File: src/rtl/servo_pkg.sv
// servo_pkg: shared timing defaults and clamp helper for the servo PWM path.
// Defaults target a 50 Hz frame at 100 MHz. One tick is 3.9 us, and a 1..2 ms
// pulse is 256..512 ticks.
package servo_pkg;

  localparam int SERVO_PRESC        = 390;
  localparam int SERVO_PERIOD_TICKS = 5128;
  localparam int SERVO_OFFSET       = 384;
  localparam int SERVO_MIN_DUTY     = 256;
  localparam int SERVO_MAX_DUTY     = 512;

  function automatic int servo_clamp(input int v, input int lo, input int hi);
    if (v < lo)      return lo;
    else if (v > hi) return hi;
    else             return v;
  endfunction

endpackage

File: src/rtl/servo_scale_sat.sv
// servo_scale_sat: combinational scaling of a signed controller sample into a
// legal servo pulse width.
//   i_data : signed controller sample
//   o_duty : clamp((i_data >>> SHIFT) + OFFSET, MIN_DUTY, MAX_DUTY)
//   o_sat  : 1 when the clamp changed the value
module servo_scale_sat
  import servo_pkg::*;
#(
  parameter int IN_BITS   = 13,
  parameter int DUTY_BITS = 13,
  parameter int SHIFT     = 4,
  parameter int OFFSET    = SERVO_OFFSET,
  parameter int MIN_DUTY  = SERVO_MIN_DUTY,
  parameter int MAX_DUTY  = SERVO_MAX_DUTY
) (
  input  logic signed [IN_BITS-1:0]   i_data,
  output logic        [DUTY_BITS-1:0] o_duty,
  output logic                        o_sat
);

  // Two guard bits keep the sum from wrapping before the clamp sees it.
  localparam int VW = IN_BITS + 2;
  localparam logic signed [VW-1:0] OFF_V = VW'(OFFSET);

  logic signed [VW-1:0] w_ext;
  logic signed [VW-1:0] w_v;
  int                   w_vi;

  assign w_ext  = {{2{i_data[IN_BITS-1]}}, i_data};
  assign w_v    = (w_ext >>> SHIFT) + OFF_V;
  assign w_vi   = int'(w_v);
  assign o_sat  = (w_vi < MIN_DUTY) || (w_vi > MAX_DUTY);
  assign o_duty = DUTY_BITS'(servo_clamp(w_vi, MIN_DUTY, MAX_DUTY));

endmodule

File: src/rtl/servo_pwm_multi.sv
// servo_pwm_multi: multi-channel servo PWM generator. All channels share one
// prescaler and one frame counter, so they stay phase-aligned.
//   clk, rst            : clock, asynchronous active-high reset
//   wr_valid/wr_ch/data : signed sample write. It is scaled, clamped and
//                         staged in a shadow register until the next frame.
//   ch_en, ch_pol       : per-channel enable / inversion. Both act immediately.
//   pwm_out             : registered PWM outputs
//   sat                 : the last accepted sample for that channel was clamped
//   frame_start         : one-cycle pulse in the first cycle of each frame
//   wr_err              : one-cycle pulse after a write to a missing channel
module servo_pwm_multi
  import servo_pkg::*;
#(
  parameter int CHANNELS     = 4,
  parameter int IN_BITS      = 13,
  parameter int DUTY_BITS    = 13,
  parameter int PRESC        = SERVO_PRESC,
  parameter int PERIOD_TICKS = SERVO_PERIOD_TICKS,
  parameter int SHIFT        = 4,
  parameter int OFFSET       = SERVO_OFFSET,
  parameter int MIN_DUTY     = SERVO_MIN_DUTY,
  parameter int MAX_DUTY     = SERVO_MAX_DUTY
) (
  input  logic                clk,
  input  logic                rst,
  input  logic                wr_valid,
  input  logic [3:0]          wr_ch,
  input  logic [IN_BITS-1:0]  wr_data,
  input  logic [CHANNELS-1:0] ch_en,
  input  logic [CHANNELS-1:0] ch_pol,
  output logic [CHANNELS-1:0] pwm_out,
  output logic [CHANNELS-1:0] sat,
  output logic                frame_start,
  output logic                wr_err
);

  localparam int PW = (PRESC > 1) ? $clog2(PRESC) : 1;
  localparam logic [PW-1:0]        PRE_LAST = PW'(PRESC - 1);
  localparam logic [DUTY_BITS-1:0] PER_LAST = DUTY_BITS'(PERIOD_TICKS - 1);
  localparam logic [DUTY_BITS-1:0] DUTY_RST = DUTY_BITS'(OFFSET);

  logic [PW-1:0]        r_pre;
  logic [DUTY_BITS-1:0] r_per;
  logic                 w_tick;
  logic                 w_bnd;
  logic                 w_ch_ok;
  logic                 w_wr_ok;
  logic [DUTY_BITS-1:0] w_duty;
  logic                 w_sat;

  assign w_tick  = (r_pre == PRE_LAST);
  assign w_bnd   = w_tick && (r_per == PER_LAST);
  assign w_ch_ok = (int'(wr_ch) < CHANNELS);
  assign w_wr_ok = wr_valid && w_ch_ok;

  // Shared timebase. With PRESC=1 the prescaler stays at 0, so every cycle is a tick.
  always_ff @(posedge clk or posedge rst) begin
    if (rst) begin
      r_pre       <= '0;
      r_per       <= '0;
      frame_start <= 1'b0;
      wr_err      <= 1'b0;
    end else begin
      r_pre <= w_tick ? '0 : r_pre + 1'b1;
      if (w_tick) r_per <= (r_per == PER_LAST) ? '0 : r_per + 1'b1;
      frame_start <= w_bnd;
      wr_err      <= wr_valid && !w_ch_ok;
    end
  end

  // One scaler serves all channels, because only one write arrives per cycle.
  servo_scale_sat #(
    .IN_BITS  (IN_BITS),
    .DUTY_BITS(DUTY_BITS),
    .SHIFT    (SHIFT),
    .OFFSET   (OFFSET),
    .MIN_DUTY (MIN_DUTY),
    .MAX_DUTY (MAX_DUTY)
  ) u_scale (
    .i_data(wr_data),
    .o_duty(w_duty),
    .o_sat (w_sat)
  );

  for (genvar i = 0; i < CHANNELS; i++) begin : g_ch
    logic [DUTY_BITS-1:0] r_act;
    logic [DUTY_BITS-1:0] r_pend;
    logic                 r_flag;
    logic                 r_sat;
    logic                 r_pwm;
    logic                 w_sel;

    assign w_sel = w_wr_ok && (int'(wr_ch) == i);

    always_ff @(posedge clk or posedge rst) begin
      if (rst) begin
        r_act  <= DUTY_RST;
        r_pend <= DUTY_RST;
        r_flag <= 1'b0;
        r_sat  <= 1'b0;
        r_pwm  <= 1'b0;
      end else begin
        // The boundary transfers the value staged before this cycle. A
        // coincident write lands after it, re-arms the flag, and waits one frame.
        if (w_bnd && r_flag) begin
          r_act  <= r_pend;
          r_flag <= 1'b0;
        end
        if (w_sel) begin
          r_pend <= w_duty;
          r_sat  <= w_sat;
          r_flag <= 1'b1;
        end
        r_pwm <= ch_en[i] ? ((r_per < r_act) ^ ch_pol[i]) : ch_pol[i];
      end
    end

    assign pwm_out[i] = r_pwm;
    assign sat[i]     = r_sat;
  end

endmodule

File: config.mk
export PLATFORM = sky130hd
export DESIGN_NAME = servo_pwm_multi
export DESIGN_NICKNAME = d
export VERILOG_FILES = /design/src/rtl/servo_pkg.sv /design/src/rtl/servo_scale_sat.sv /design/src/rtl/servo_pwm_multi.sv
export SDC_FILE = /design/constraint.sdc
export NUM_CORES = 1
export LEC_CHECK = 0
export CAP_MARGIN = 20
export CORE_MARGIN = 5
export CORE_UTILIZATION = 45
export CTS_CLUSTER_SIZE = 20
export DETAILED_ROUTE_END_ITERATION = 6
export SKIP_LAST_GASP = 1
export SLEW_MARGIN = 0
export SYNTH_ARGS = -nofsm -noshare
export SYNTH_HDL_FRONTEND = slang
export SYNTH_SLANG_ARGS = --single-unit
File: constraint.sdc
create_clock -name clk -period 5.2 [get_ports clk]
set_input_delay 1.04 -clock clk [delete_from_list [all_inputs] [get_ports clk]]
set_output_delay 1.04 -clock clk [all_outputs]
set_load 0.02 [all_outputs]
-- Word-level counts from Yosys, hierarchy flattened
Index checks and enable logic that the tools add are counted.
W data, S select, Z words.
- add/sub/neg operators: 3
- order comparisons: 7
- eq/ne operators: 5
- muxes and demuxes: 16
- bitwise logic cells: 4
- reduce and logical (&&, ||, !) cells: 18
- operators by type and width (cell ; count):
    $lt A13 B13 Y1 ; 4
    $mux W13 ; 3
    $add A13 B1 Y13 const B ; 1
    $eq A13 B13 Y1 const B ; 1
    $mux W1 ; 12
    $add A9 B10 Y11 const B ; 1
    $gt A11 B11 Y1 const B ; 1
    $logic_and A1 B1 Y1 ; 11
    $lt A11 B10 Y1 const B ; 1
    $add A9 B1 Y9 const B ; 1
    $eq A9 B9 Y1 const B ; 1
    $mux W9 ; 1
    $eq A4 B3 Y1 const B ; 2
    $reduce_bool A2 Y1 ; 4
    $eq A4 B2 Y1 const B ; 1
    $logic_not A4 Y1 ; 1
    $lt A4 B3 Y1 const B ; 1
    $xor A1 B1 Y1 ; 4
    $logic_not A1 Y1 ; 1
    $logic_or A1 B1 Y1 ; 1
- flip-flop bits (word level): 140
- input bits: 28
- output and inout port bits: 10

-- Longest topological paths before layout
- word-level depth: 5
- mapped depth: 8
- gate-level depth less buffers: 8

-- Hierarchy
A second synthesis with hierarchy kept.
- cell total of the unflattened synthesis: 549
- area total of the unflattened synthesis: 6995.5 um^2
- by module, submodules not included (module ; times used ; cells an instance ; area each (um^2) ; seq. area each (um^2)):
    servo_pwm_multi ; 1 ; 531 ; 6875.3 ; 3523.4
    servo_scale_sat ; 1 ; 18 ; 120.1 ; 0.0

-- Worst setup path after synthesis
No wires, ideal clock.
- path kind: input-to-reg
- start point: input port wr_ch[2]
- end point: register g_ch[2].r_pend[7]
- library setup time: 82 ps
- arrival time: 2259 ps
- required time: 5118 ps
- path slack: 2859 ps
- stages on the path: 5
- buffers on the path: 1
- path through: nor2_1 -> nand2_1 -> nor3b_1 -> clkbuf_1 -> mux2_2
- word-level cells in the longest chain between the ends: 3
- elaborated cells between the ends (all ways): 4
- those cells by class: order compare: 1; eq/ne: 1; reduce/logical: 2
- RTL lines (element ; line ; source):
    start: declaration ; servo_pwm_multi.sv:27 ; input logic [3:0] wr_ch,
    $lt A4 B3 Y1 ; servo_pwm_multi.sv:53 ; assign w_ch_ok = (int'(wr_ch) < CHANNELS);
    $logic_and A1 B1 Y1 ; servo_pwm_multi.sv:54 ; assign w_wr_ok = wr_valid && w_ch_ok;
    $logic_and A1 B1 Y1 * ; servo_pwm_multi.sv:93 ; assign w_sel = w_wr_ok && (int'(wr_ch) == i);
    end signal: assignment ; servo_pwm_multi.sv:110 ; r_pend <= w_duty;
    end: declaration ; servo_pwm_multi.sv:87 ; logic [DUTY_BITS-1:0] r_pend;
Every way passes the cells marked *; elsewhere a longest branch is shown, timed or not.
A chain may end at the register's enable or synchronous reset.

-- Worst setup path in the final report
- start point: input port wr_ch[2]
- end point: register g_ch[1].r_pend[8]
- word-level cells in the longest chain between the ends: 3
- elaborated cells between the ends (all ways): 4
- those cells by class: order compare: 1; eq/ne: 1; reduce/logical: 2
- RTL lines (element ; line):
    $lt A4 B3 Y1 ; servo_pwm_multi.sv:53
    $logic_and A1 B1 Y1 ; servo_pwm_multi.sv:54
    $logic_and A1 B1 Y1 * ; servo_pwm_multi.sv:93
    end signal: assignment ; servo_pwm_multi.sv:110
    end: declaration ; servo_pwm_multi.sv:87
Marks and branches as above.

==> results.txt <==
The first global-routing pass estimated slightly below 20 mm of wire. The number of global-route vias before repair is 3819. For this run, the detailed router's first-pass iteration total came to 4. The cell depth of the worst hold path is 2. In this run the horizontal extent of the chip is around 120 um. The type of element capturing the critical path is a register. The worst supply voltage drop on vdd came out at 218.2 uV. Compared with the post-synthesis result, the final layout area differs by 18.32%.

The clock passes through at most 2 buffers. The setup slack at placement is ~2.1 ns. Of the synthesized area, sequential elements account for about half. The final count of pins violating max slew is 0. The post-cts sizing count came out at 0.

At the end of the flow, the number of nets in the layout was roughly 610. Dividing the detail-routed wire length by the instance count gives between 15 and 20 um. The clock-pin slew on the worst setup and hold paths is about 0.050 ns. Yosys printed 0 warnings.

The slew at the pin with the worst max-slew slack came out at approximately 0.93 ns. In this run the critical register-to-register path is launched from r_pre[1]. TritonCTS built the clock tree. The root buffer cell chosen for the clock tree is clkbuf_16. The fraction of final layout cells sized beyond drive strength 1 is a little under a fifth. Routability-driven placement finished with a final weighted congestion of 0.7696. The overall routing resource usage is between 15 and 20%. The maximum number of pins on one net before global-route repair is 57. The number of buffers inserted for hold repair after clock tree synthesis came out at 0. The number of ports placed on the die boundary came out at 38. For hold timing, the worst endpoint is g_ch[3].r_pend[5].

The total instance count after detailed placement came out at between 600 and 700. The clock sink count came out at ~120. On the final layout, the worst clock skew is between 0.008 and 0.009 ns. The maximum clock frequency came out at between 300 and 400 MHz. The final global-route overflow total came out at 0. The tool flagged a number of max-cap violations equal to 0. The worst slew margin relative to its limit is ~38%.

The tightest hold path in the finished design has a slack of roughly 0.48 ns. The initial antenna violation count is 0. The antenna cell count is 0. The total area inside the core boundary comes to between 10000 and 15000 sq um. The shortest period the worst path allows is around 2.7 ns.

The slack of the worst reg-to-reg path came out at ~2.6 ns. The cell row count came out at 41. After synthesis, the share of flip-flops with an asynchronous set or reset is 100.0%. The flow ran to the end, and the final reports show no timing, DRC or antenna violations. Synthesis produced a netlist with a net count of approximately 580. After the first detailed-routing iteration, the DRC count stood at roughly 240. In this run the worst path has a maximum fanout of 21. The final worst-path cycle share came out at approximately 50%. The endpoint identified for the worst register-to-register timing path is g_ch[1].r_act[2]. The cell area after synthesis came out at approximately 5800 sq um. The tightest min-delay check is of the reg -> reg type. The critical path class is in -> reg.

The completed layout was analyzed and its total power is ~2300 uW. The number of vias per cell is 5.111. The predominant post-synthesis flop cell is dfrtp_1. The layout has around 1100 filler cells. The total via count in the routed design came out at 3741. The height of the die is approximately 120 um. Synthesis produced a netlist whose cell count is approximately 510. The analysis attributes to cell leakage a power of 0.003234 uW. The number of routed nets with antenna violations is 0. The number of distinct library cells after synthesis is 36. The number of enable flip-flop cells after synthesis is 0. The setup-violating endpoint count in the final report is 0. The cell count of the worst reg-to-reg path is 8.

The initial standard-cell utilization of the core is 45.74%. The count of port buffers added during placement is 33. The startpoint identified for the worst hold timing path is g_ch[3].r_pend[5]. The accumulated negative setup slack came out at 0 ns. The number of setup buffers added after CTS came out at 0. The data arrival at the endpoint of the critical path came out at ~3 ns. Clock latency on the worst-skew pair, taken at its later pin, is ~0.42 ns.

Data on the critical path is required at its endpoint by roughly 5.5 ns. The category of the worst setup path launch point is a primary input. The number of hold violations in the final report is 0.

The cell area power density came out at around 340 nW/um^2. The synthesized area divided by synthesized cell count is 11.34 sq um. The routed wire length is approximately 12 mm.

The final worst-path setup slack is between 2 and 3 ns. The remaining design rule violation count is 0. Setup repair after global routing left no endpoint under its margin. The die covers 15190 sq um. The synthesis-stage register bit count is about 120. The number of H-tree levels is 4.

The number of cells in the finished layout apart from fillers came out at between 700 and 800. The number of buffers created by CTS came out at 17. The placed wire-length estimate came out at 8.202 mm.
worst max-delay path, cell delays in order:
cell and delay (ns):
clkdlybuf4s50_1 0.40, nor2_1 0.22, nand4b_1 0.77, mux2_2 0.56
stage by stage:
step,util (%),cell area [sq um]
2_1_floorplan,-,5772
3_3_place_gp,49.52,6250
3_5_place_dp,49.52,6250
4_1_cts,54.06,6822
5_1_grt,54.11,6829
6_report,54.11,6829
sequential cells by signal (all words and copies together), names as in the netlist:
register and cells:
frame_start 1, g_ch.r_act 40, g_ch.r_flag 4, g_ch.r_pend 40, g_ch.r_pwm 4, g_ch.r_sat 4, r_per 13, r_pre 9
wr_err 1
area by class of cell:
cell class	instances	area (sq um)	area share, %
inverters	47	186.4	2.730
clock buffers	23	467.9	6.852
flip-flops and latches	116	2923	42.80
repair buffers	37	360.3	5.277
multi-input cells	328	2572	37.67
clock inverters	9	103.9	1.521
well taps	172	215.2	3.151
cells in the mapped netlist (5+ instances only):
| cell type | instances | share of area, % |
|---|---|---|
| a21o_1 | 5 | 0.65 |
| a21oi_1 | 12 | 1.0 |
| a31oi_1 | 8 | 0.87 |
| buf_4 | 8 | 1.0 |
| clkbuf_1 | 10 | 0.65 |
| dfrtp_1 | 100 | 43 |
| dfstp_2 | 16 | 7.3 |
| ha_1 | 39 | 8.5 |
| inv_1 | 46 | 3.0 |
| mux2_2 | 8 | 1.6 |
| mux2_4 | 40 | 10 |
| nand2_1 | 69 | 4.5 |
| nand3_1 | 22 | 1.9 |
| nand4_1 | 5 | 0.54 |
| nand4b_1 | 6 | 0.91 |
| nor2_1 | 12 | 0.78 |
| nor2b_1 | 5 | 0.54 |
| nor3_1 | 5 | 0.43 |
| o21ai_0 | 24 | 2.1 |
| o21ai_1 | 19 | 1.6 |
| xnor2_1 | 17 | 2.6 |
power by group:
group | switching (uW) | internal (uW)
registers | 35.5 | 981
clock network | 396 | 726
logic | 82.1 | 70.5
layout by cell type, fill, tap and decap left out, drive strengths merged, types with 5 or more instances in the layout:
cell,count
xnor2,17
nand3,22
nand2,74
a21oi,12
nor3,5
inv,47
nand4b,6
a31oi,8
dfstp,16
nor2b,5
clkbuf,23
clkdlybuf4s50,33
mux2,48
dfrtp,100
nand4,5
nor2,12
ha,39
o21ai,43
a21o,5
clkinv,5
per-layer routing:
metal | part of all wire [%] | track usage (%) | vias up | wire, um
met5 | 0 | 0 | - | 0
met4 | 2.2 | 7.682 | 0 | 263
met3 | 4.0 | 5.078 | 23 | 469
met2 | 48 | 27.39 | 65 | 5633
met1 | 46 | 21.40 | 1836 | 5359
li1 | - | - | 1817 | -
kinds of logic after synthesis:
kind of cell	count (synthesis)	synth area share, %
multiplexers	49	12.14
flip-flops	116	50.64
adder cells (fa/ha/maj)	39	8.454
buffers and inverters	65	4.878
XOR/XNOR	21	3.187
AO/OA/AOI/OAI	72	6.807
AND/OR/NAND/NOR	147	13.90
how the worst max path moves through the flow:
stage,to,startpoint
3_3_place_gp,g_ch[1].r_pend[5],wr_data[12]
6_report,g_ch[1].r_pend[8],wr_ch[2]
5_1_grt,g_ch[1].r_pend[2],wr_ch[2]
3_5_place_dp,g_ch[1].r_pend[5],wr_data[12]
4_1_cts,g_ch[1].r_pend[5],wr_data[12]
2_1_floorplan,frame_start,rst
Note: power is estimated with default switching activity, not from simulation.
